<file path="src/rtl/result_bus_arbiter_pkg.sv">
// Shared definitions for the result-bus arbiter: widths, source codes,
// output stage state encoding and the modulo-5 pointer helper.
package result_bus_arbiter_pkg;

    localparam int RESULT_W       = 32;
    localparam int NUM_RESULT_SRC = 5;

    localparam logic [2:0] SRC_ALU   = 3'd0;
    localparam logic [2:0] SRC_SHIFT = 3'd1;
    localparam logic [2:0] SRC_MUL   = 3'd2;
    localparam logic [2:0] SRC_MEM   = 3'd3;
    localparam logic [2:0] SRC_LINK  = 3'd4;

    typedef enum logic {
        ST_EMPTY = 1'b0,
        ST_FULL  = 1'b1
    } out_state_e;

    // (base + step) mod 5 for base in 0..4 and step in 0..5.
    function automatic logic [2:0] rr_wrap(input logic [2:0] base, input logic [2:0] step);
        logic [3:0] sum;
        sum = {1'b0, base} + {1'b0, step};
        if (sum >= 4'd5) begin
            sum = sum - 4'd5;
        end
        return sum[2:0];
    endfunction

endpackage

</file>
<file path="src/rtl/result_bus_arbiter_rr_pick5.sv">
// Combinational round-robin picker over five requesters: returns the first
// valid index after ptr (wrapping 4 -> 0) and whether any request exists.
module rr_pick5
    import result_bus_arbiter_pkg::*;
(
    input  logic [4:0] valid,
    input  logic [2:0] ptr,
    output logic [2:0] idx,
    output logic       any_valid
);

    logic       found;
    logic [2:0] cand;

    always_comb begin
        idx   = SRC_ALU;
        found = 1'b0;
        cand  = '0;
        for (int k = 1; k <= 5; k++) begin
            cand = rr_wrap(ptr, 3'(k));
            if (!found && valid[cand]) begin
                idx   = cand;
                found = 1'b1;
            end
        end
    end

    assign any_valid = |valid;

endmodule

</file>
<file path="src/rtl/result_bus_arbiter.sv">
// Round-robin arbiter with bounded burst locking for the shared result bus,
// driving the result mux select and a one-deep valid/ready output register.
module result_bus_arbiter
    import result_bus_arbiter_pkg::*;
#(
    parameter int NUM_REQ  = NUM_RESULT_SRC,
    parameter int DATA_W   = RESULT_W,
    parameter int MAX_LOCK = 4
) (
    input  logic                clk,
    input  logic                rst_n,
    input  logic [NUM_REQ-1:0]  req_valid,
    input  logic [NUM_REQ-1:0]  req_lock,
    output logic [NUM_REQ-1:0]  req_ready,
    output logic [2:0]          mux_sel,
    input  logic [DATA_W-1:0]   mux_in,
    output logic                out_valid,
    output logic [DATA_W-1:0]   out_data,
    output logic [2:0]          out_src,
    input  logic                out_ready
);

    localparam logic [2:0] LOCK_LIMIT = 3'(MAX_LOCK);

    out_state_e  state;
    logic [2:0]  ptr;
    logic [2:0]  last;
    logic        lock_active;
    logic [2:0]  lock_cnt;

    logic [2:0]  rr_idx;
    logic        any_req;
    logic        lock_hold;
    logic [2:0]  winner;
    logic        load;

    rr_pick5 u_pick (
        .valid     (req_valid),
        .ptr       (ptr),
        .idx       (rr_idx),
        .any_valid (any_req)
    );

    // An expired lock falls back to round-robin from ptr+1, so the former
    // holder only wins again if nobody else is asking.
    assign lock_hold = lock_active && req_valid[last] && req_lock[last]
                       && (lock_cnt < LOCK_LIMIT);
    assign winner    = lock_hold ? last : rr_idx;
    assign mux_sel   = any_req ? winner : SRC_ALU;
    assign load      = any_req && ((state == ST_EMPTY) || out_ready);
    assign out_valid = (state == ST_FULL);

    always_comb begin
        req_ready = '0;
        if (load) begin
            req_ready[winner] = 1'b1;
        end
    end

    always_ff @(posedge clk or negedge rst_n) begin
        if (!rst_n) begin
            state       <= ST_EMPTY;
            out_data    <= '0;
            out_src     <= SRC_ALU;
            ptr         <= SRC_LINK;
            last        <= SRC_ALU;
            lock_active <= 1'b0;
            lock_cnt    <= '0;
        end else begin
            case (state)
                ST_EMPTY: if (load) state <= ST_FULL;
                ST_FULL:  if (!load && out_ready) state <= ST_EMPTY;
                default:  state <= ST_EMPTY;
            endcase

            if (load) begin
                out_data    <= mux_in;
                out_src     <= winner;
                ptr         <= winner;
                last        <= winner;
                lock_active <= req_lock[winner];
                // Saturating count; once at the limit the lock is ignored anyway.
                if ((winner == last) && lock_active) begin
                    if (lock_cnt < LOCK_LIMIT) begin
                        lock_cnt <= lock_cnt + 3'd1;
                    end
                end else begin
                    lock_cnt <= 3'd1;
                end
            end else if (!req_valid[last]) begin
                lock_active <= 1'b0;
            end
        end
    end

endmodule
</file>
<file path="config.mk">
export PLATFORM = sky130hd
export DESIGN_NAME = result_bus_arbiter
export DESIGN_NICKNAME = d
export VERILOG_FILES = /design/src/rtl/result_bus_arbiter_pkg.sv /design/src/rtl/result_bus_arbiter_rr_pick5.sv /design/src/rtl/result_bus_arbiter.sv
export SDC_FILE = /design/constraint.sdc
export NUM_CORES = 1
export LEC_CHECK = 0
export ABC_AREA = 1
export BUFFER_PORTS_ARGS = -buffer_cell sky130_fd_sc_hd__buf_2
export CORE_MARGIN = 2
export CORE_UTILIZATION = 40
export DETAILED_ROUTE_END_ITERATION = 12
export HOLD_SLACK_MARGIN = 0.06
export PLACE_DENSITY = 0.62
export SETUP_SLACK_MARGIN = 0.5
export SLEW_MARGIN = 40
export SYNTH_ARGS = -nofsm -noshare
export SYNTH_HDL_FRONTEND = slang
export SYNTH_SLANG_ARGS = --single-unit
</file>
<file path="constraint.sdc">
create_clock -name clk -period 5.3 [get_ports clk]
set_input_delay 1.06 -clock clk [delete_from_list [all_inputs] [get_ports clk]]
set_output_delay 1.06 -clock clk [all_outputs]
set_load 0.005 [all_outputs]
</file>
==> results list <==
- Of all flip-flops after synthesis, the portion carrying an async set or reset was 1.00.
- A synthesized cell averages approximately 6.7 sq um.
- Multiplexer share of the synthesized area: 0
- Reported max-cap violation count: 0
- Number of inserted diodes: 0
- After synthesis, the largest family of logic cells by area is simple AND/OR/NAND/NOR gates.
- Overall die area: about 8000 sq um
- Bufs and invs on worst path: 6
- Global placer's final weighted congestion: roughly 0.93
- At the end of the flow, the number of nets in the layout was approximately 580.
- Area of the multi-input gates: about 1600 sq um
* Required arrival time at the worst endpoint: between 4 and 5 ns
- Of the total power, the share spent switching nets is 0.566.
* Post-Route Setup TNS: 0 ns
- The die is approximately 89 um wide.
* Synth top area share: 0.348
- In this design, the stage delay of the slowest critical-path cell is a little over 0.4 ns.
- After clock tree synthesis, the flow added hold-fix buffers numbering 0.
* Combined flip-flop and latch cell area: between 1000 and 1500 sq um
* Iter 0 DRT Violations: ~230
- The synthesized-area fraction occupied by ao, oa, aoi and oai cells came to 0.0747.
- The analysis attributes to cell leakage a power of 2.01 nW.
* Post-synthesis share of cell area spent on and, or, nand and nor gates: 0.429
- Die Span Y: between 80 and 90 um
- Net count after synthesis: ~490
- Type of the tightest min-delay check: reg -> reg
- Count of standard-cell rows: 30
- VDD sags by at most approximately 0.52 mV.
* Max Buffers Root-to-Sink: 2
- Fraction of final layout cells with drive strength greater than 1: 0.256
- Before CTS, the worst setup slack after placement is approximately 1.0 ns.
* Post-route cell area: roughly 3500 sq um
- Most numerous cell on the critical path: sky130_fd_sc_hd__nand2_1
* Global route overflow: 0
* Via count: between 3000 and 4000
- Filler cell count: just over 700
* Number of logic stages on the critical path including buffering: 23
- Total number of yosys warnings: 0
* Total half-perimeter wirelength after legalization and detailed placement: slightly above 6000 um
- Final Routed Wirelength: between 7000 and 8000 um
- For this run, the leading register cell type out of synthesis is sky130_fd_sc_hd__dfrtp_1.
- Maximum number of pins on one net before global-route repair: 42
- In the routed design, unresolved DRC markers number 0.
- Of the total synthesized cell area, the portion taken by full adders, half adders and majority gates is 0.0547.
* Library cell with the largest summed area after synthesis: sky130_fd_sc_hd__dfrtp_1
- Register-to-Register Path Depth: 25
- List of cells traversed by the critical path: inv_4, buf_6, ha_1, inv_1, fa_1, inv_2, nand2_1, nand3_2, nand2_2, nand2_1, nand3_1, nand3_1, nand2_1, nor2_2, nand3_1, nand3_1, nand2_1, nand2_2, nand2_2, inv_1, nand2_1, nor2_1, buf_2
- The run finished with clean final reports.
* Vias in the first global route: ~2800
- Count of endpoints failing hold in the final timing report: 0
* Buffer cell driving the clock tree root: sky130_fd_sc_hd__clkbuf_8
- In this run, synthesis inferred 0 flip-flops with an integrated enable.
* Post-Synthesis Cells: roughly 430
* Clock skew: 0.00759 ns
- The initial antenna violation count was 0.
* Iteration count of the initial detailed-routing pass: 5
* Net load switching power: roughly 1.5 mW
* Relative contribution of sequential cells to total power: 0.160
- Xor and xnor fraction of the mapped netlist area: 0.00912
- Effective utilization at floorplan: 0.419
- IO Pins: 89
* Yosys reg bits: 41
- Final-report max-slew violation count: 0
- TritonCTS built the clock tree.
* Type of the worst setup path: reg -> out
- By count the netlist is led by sky130_fd_sc_hd__nand2_1 (181), sky130_fd_sc_hd__nand3_1 (59), sky130_fd_sc_hd__dfrtp_1 (40).
- The worst setup path is launched from a flip-flop.
* Critical Path AT: roughly 3.4 ns
- Internal cell power: 1.16 mW
* Clock slew seen by the registers of the worst setup and hold paths: about 0.080 ns
* H-tree levels: 2
* Slowest CP cell: sky130_fd_sc_hd__dfrtp_1
* Ratio of final minimum period to clock period: 0.840
- Remaining max-slew budget at the tightest pin: 0.650
- The core region is around 7000 sq um.
- After detailed routing, the average wire length per cell comes to ~13 um.
* Ratio of routed vias to standard cells: 4.91
- The clock reaches the later pin of the worst-skew pair after about 0.29 ns.
- Mapped Area: 2880 sq um
* Total routing usage reported by global routing: 0.217
* Endpoints failing setup: 0
- The share of total power dissipated in the clock network is 0.077.
- The placed instances occupy a cell area of between 3000 and 4000 sq um.
- Maximum operating frequency: 225 MHz
* Setup ws final: roughly 0.85 ns
- STA classifies the critical path endpoint as an output pin.
- Clock tree sinks: 41
- Critical path's top delay family: simple AND/OR/NAND/NOR gates
- Minimum period implied by the final worst setup slack: ~4.5 ns
* Count of different cell masters after synthesis: 37
- Post-CTS repair changed the size of 0 cells.
* Worst hold path cell count: 2
- At the pin with the least slew margin, the transition time is about 0.52 ns.
- Antenna viol nets, final: 0
- By instance count, the leading cell after synthesis is sky130_fd_sc_hd__nand2_1.
* Power density of the placed cells: 759 nW/um^2
- Setup repair after global routing left no endpoint under its margin.
* Main area contributors after synthesis: sky130_fd_sc_hd__dfrtp_1 (35%), sky130_fd_sc_hd__nand2_1 (24%), sky130_fd_sc_hd__nand3_1 (10%), sky130_fd_sc_hd__ha_1 (4.8%), sky130_fd_sc_hd__inv_1 (4.6%)
- Relative to the synthesized area, the layout overhead comes to 21.8%.
* Share of power burned in combinational logic: 0.763
* Count of input and output buffers: 88
* Number of buffers inserted during clock tree synthesis: 5
- Highest fanout seen on the critical path: 19
* Register area share after synthesis: 0.357
- The number of setup buffers added after CTS is 0.
- The first global-routing pass estimated around 13000 um of wire.
-- flip-flops by register name, summed over array words and instances, names as in the netlist --
register,cells
out_data,32
lock_cnt,3
ptr,3
last,1
lock_active,1
out_valid,1
-- through the flow --
step / total power, mW / utilization / instances / hold slack (ns)
final: 2.66 / 0.511 / 615 / 0.478
after global routing: 3.01 / 0.511 / 615 / 0.503
after CTS: 2.64 / 0.508 / 615 / 0.484
after detailed placement: 2.43 / 0.496 / 607 / 0.463
after global placement: 2.43 / 0.495 / 607 / 0.457
after floorplan: 1.90 / - / 432 / 0.472
-- cell usage in the layout, fill, tap and decap left out, types with 3 or more instances in the layout --
| cell type | instances |
|---|---|
| sky130_fd_sc_hd__a21oi_1 | 5 |
| sky130_fd_sc_hd__buf_2 | 87 |
| sky130_fd_sc_hd__buf_4 | 4 |
| sky130_fd_sc_hd__clkbuf_8 | 5 |
| sky130_fd_sc_hd__dfrtp_1 | 39 |
| sky130_fd_sc_hd__ha_1 | 11 |
| sky130_fd_sc_hd__inv_1 | 34 |
| sky130_fd_sc_hd__inv_2 | 3 |
| sky130_fd_sc_hd__nand2_1 | 179 |
| sky130_fd_sc_hd__nand2_2 | 14 |
| sky130_fd_sc_hd__nand3_1 | 58 |
| sky130_fd_sc_hd__nand4_1 | 5 |
| sky130_fd_sc_hd__nor2_1 | 21 |
| sky130_fd_sc_hd__nor2_2 | 5 |
| sky130_fd_sc_hd__o21ai_0 | 15 |
| sky130_fd_sc_hd__o21ai_1 | 4 |
| sky130_fd_sc_hd__o21bai_1 | 3 |
-- cell families after synthesis --
group,after synthesis
xor gates and xnor gates,3
AOI/OAI and AO/OA,35
DFF,41
and+or+nand+nor,289
buffers and inverters,52
adders and majority gates,12
-- routing by layer --
layer | global-route usage | part of all wire | up-vias
met1 | 0.325 | 0.47 | 1351
met3 | 0.0457 | 0.062 | 11
met5 | 0 | 0 | -
li1 | - | - | 1539
met2 | 0.318 | 0.46 | 121
met4 | 0.0523 | 0.012 | 0
-- path summary, 6_finish.rpt --
| check | start | to | slack (ns) |
|---|---|---|---|
| worst max-delay path | ptr[0] | req_ready[1] | 0.85 |
| worst min-delay path | out_data[6] | out_data[6] | 0.48 |
| worst max register to register | ptr[0] | lock_cnt[1] | 2.09 |
| worst min register to register | out_data[6] | out_data[6] | 0.48 |
| max in group asynchronous | rst_n | ptr[1] | 4.17 |
| min in group asynchronous | rst_n | out_data[17] | 0.73 |
-- tightest hold or removal path, stage by stage (launching register included) --
cell	delay (ns)
sky130_fd_sc_hd__dfrtp_1	0.34
sky130_fd_sc_hd__nand2_1	0.05
sky130_fd_sc_hd__nand2_1	0.05
-- final cells by class --
cell class                      instances  share of cell area
Multi-Input combinational cell        339               0.470
Sequential cell                        41               0.293
Timing Repair Buffer                   92               0.136
Inverter                               39              0.0424
Tap cell                               96              0.0342
Clock buffer                            5              0.0196
Clock inverter                          3             0.00499
-- power groups by stage --
stage | combinational, mW | sequential (mW) | clock, mW
after floorplan | 1.47 | 0.426 | 0
after global placement | 2.00 | 0.431 | 0
after detailed placement | 2.00 | 0.431 | 0
after CTS | 2.00 | 0.427 | 0.212
after global routing | 2.35 | 0.437 | 0.228
final | 2.03 | 0.427 | 0.204
No activity file was read; power rests on OpenSTA's default activity.
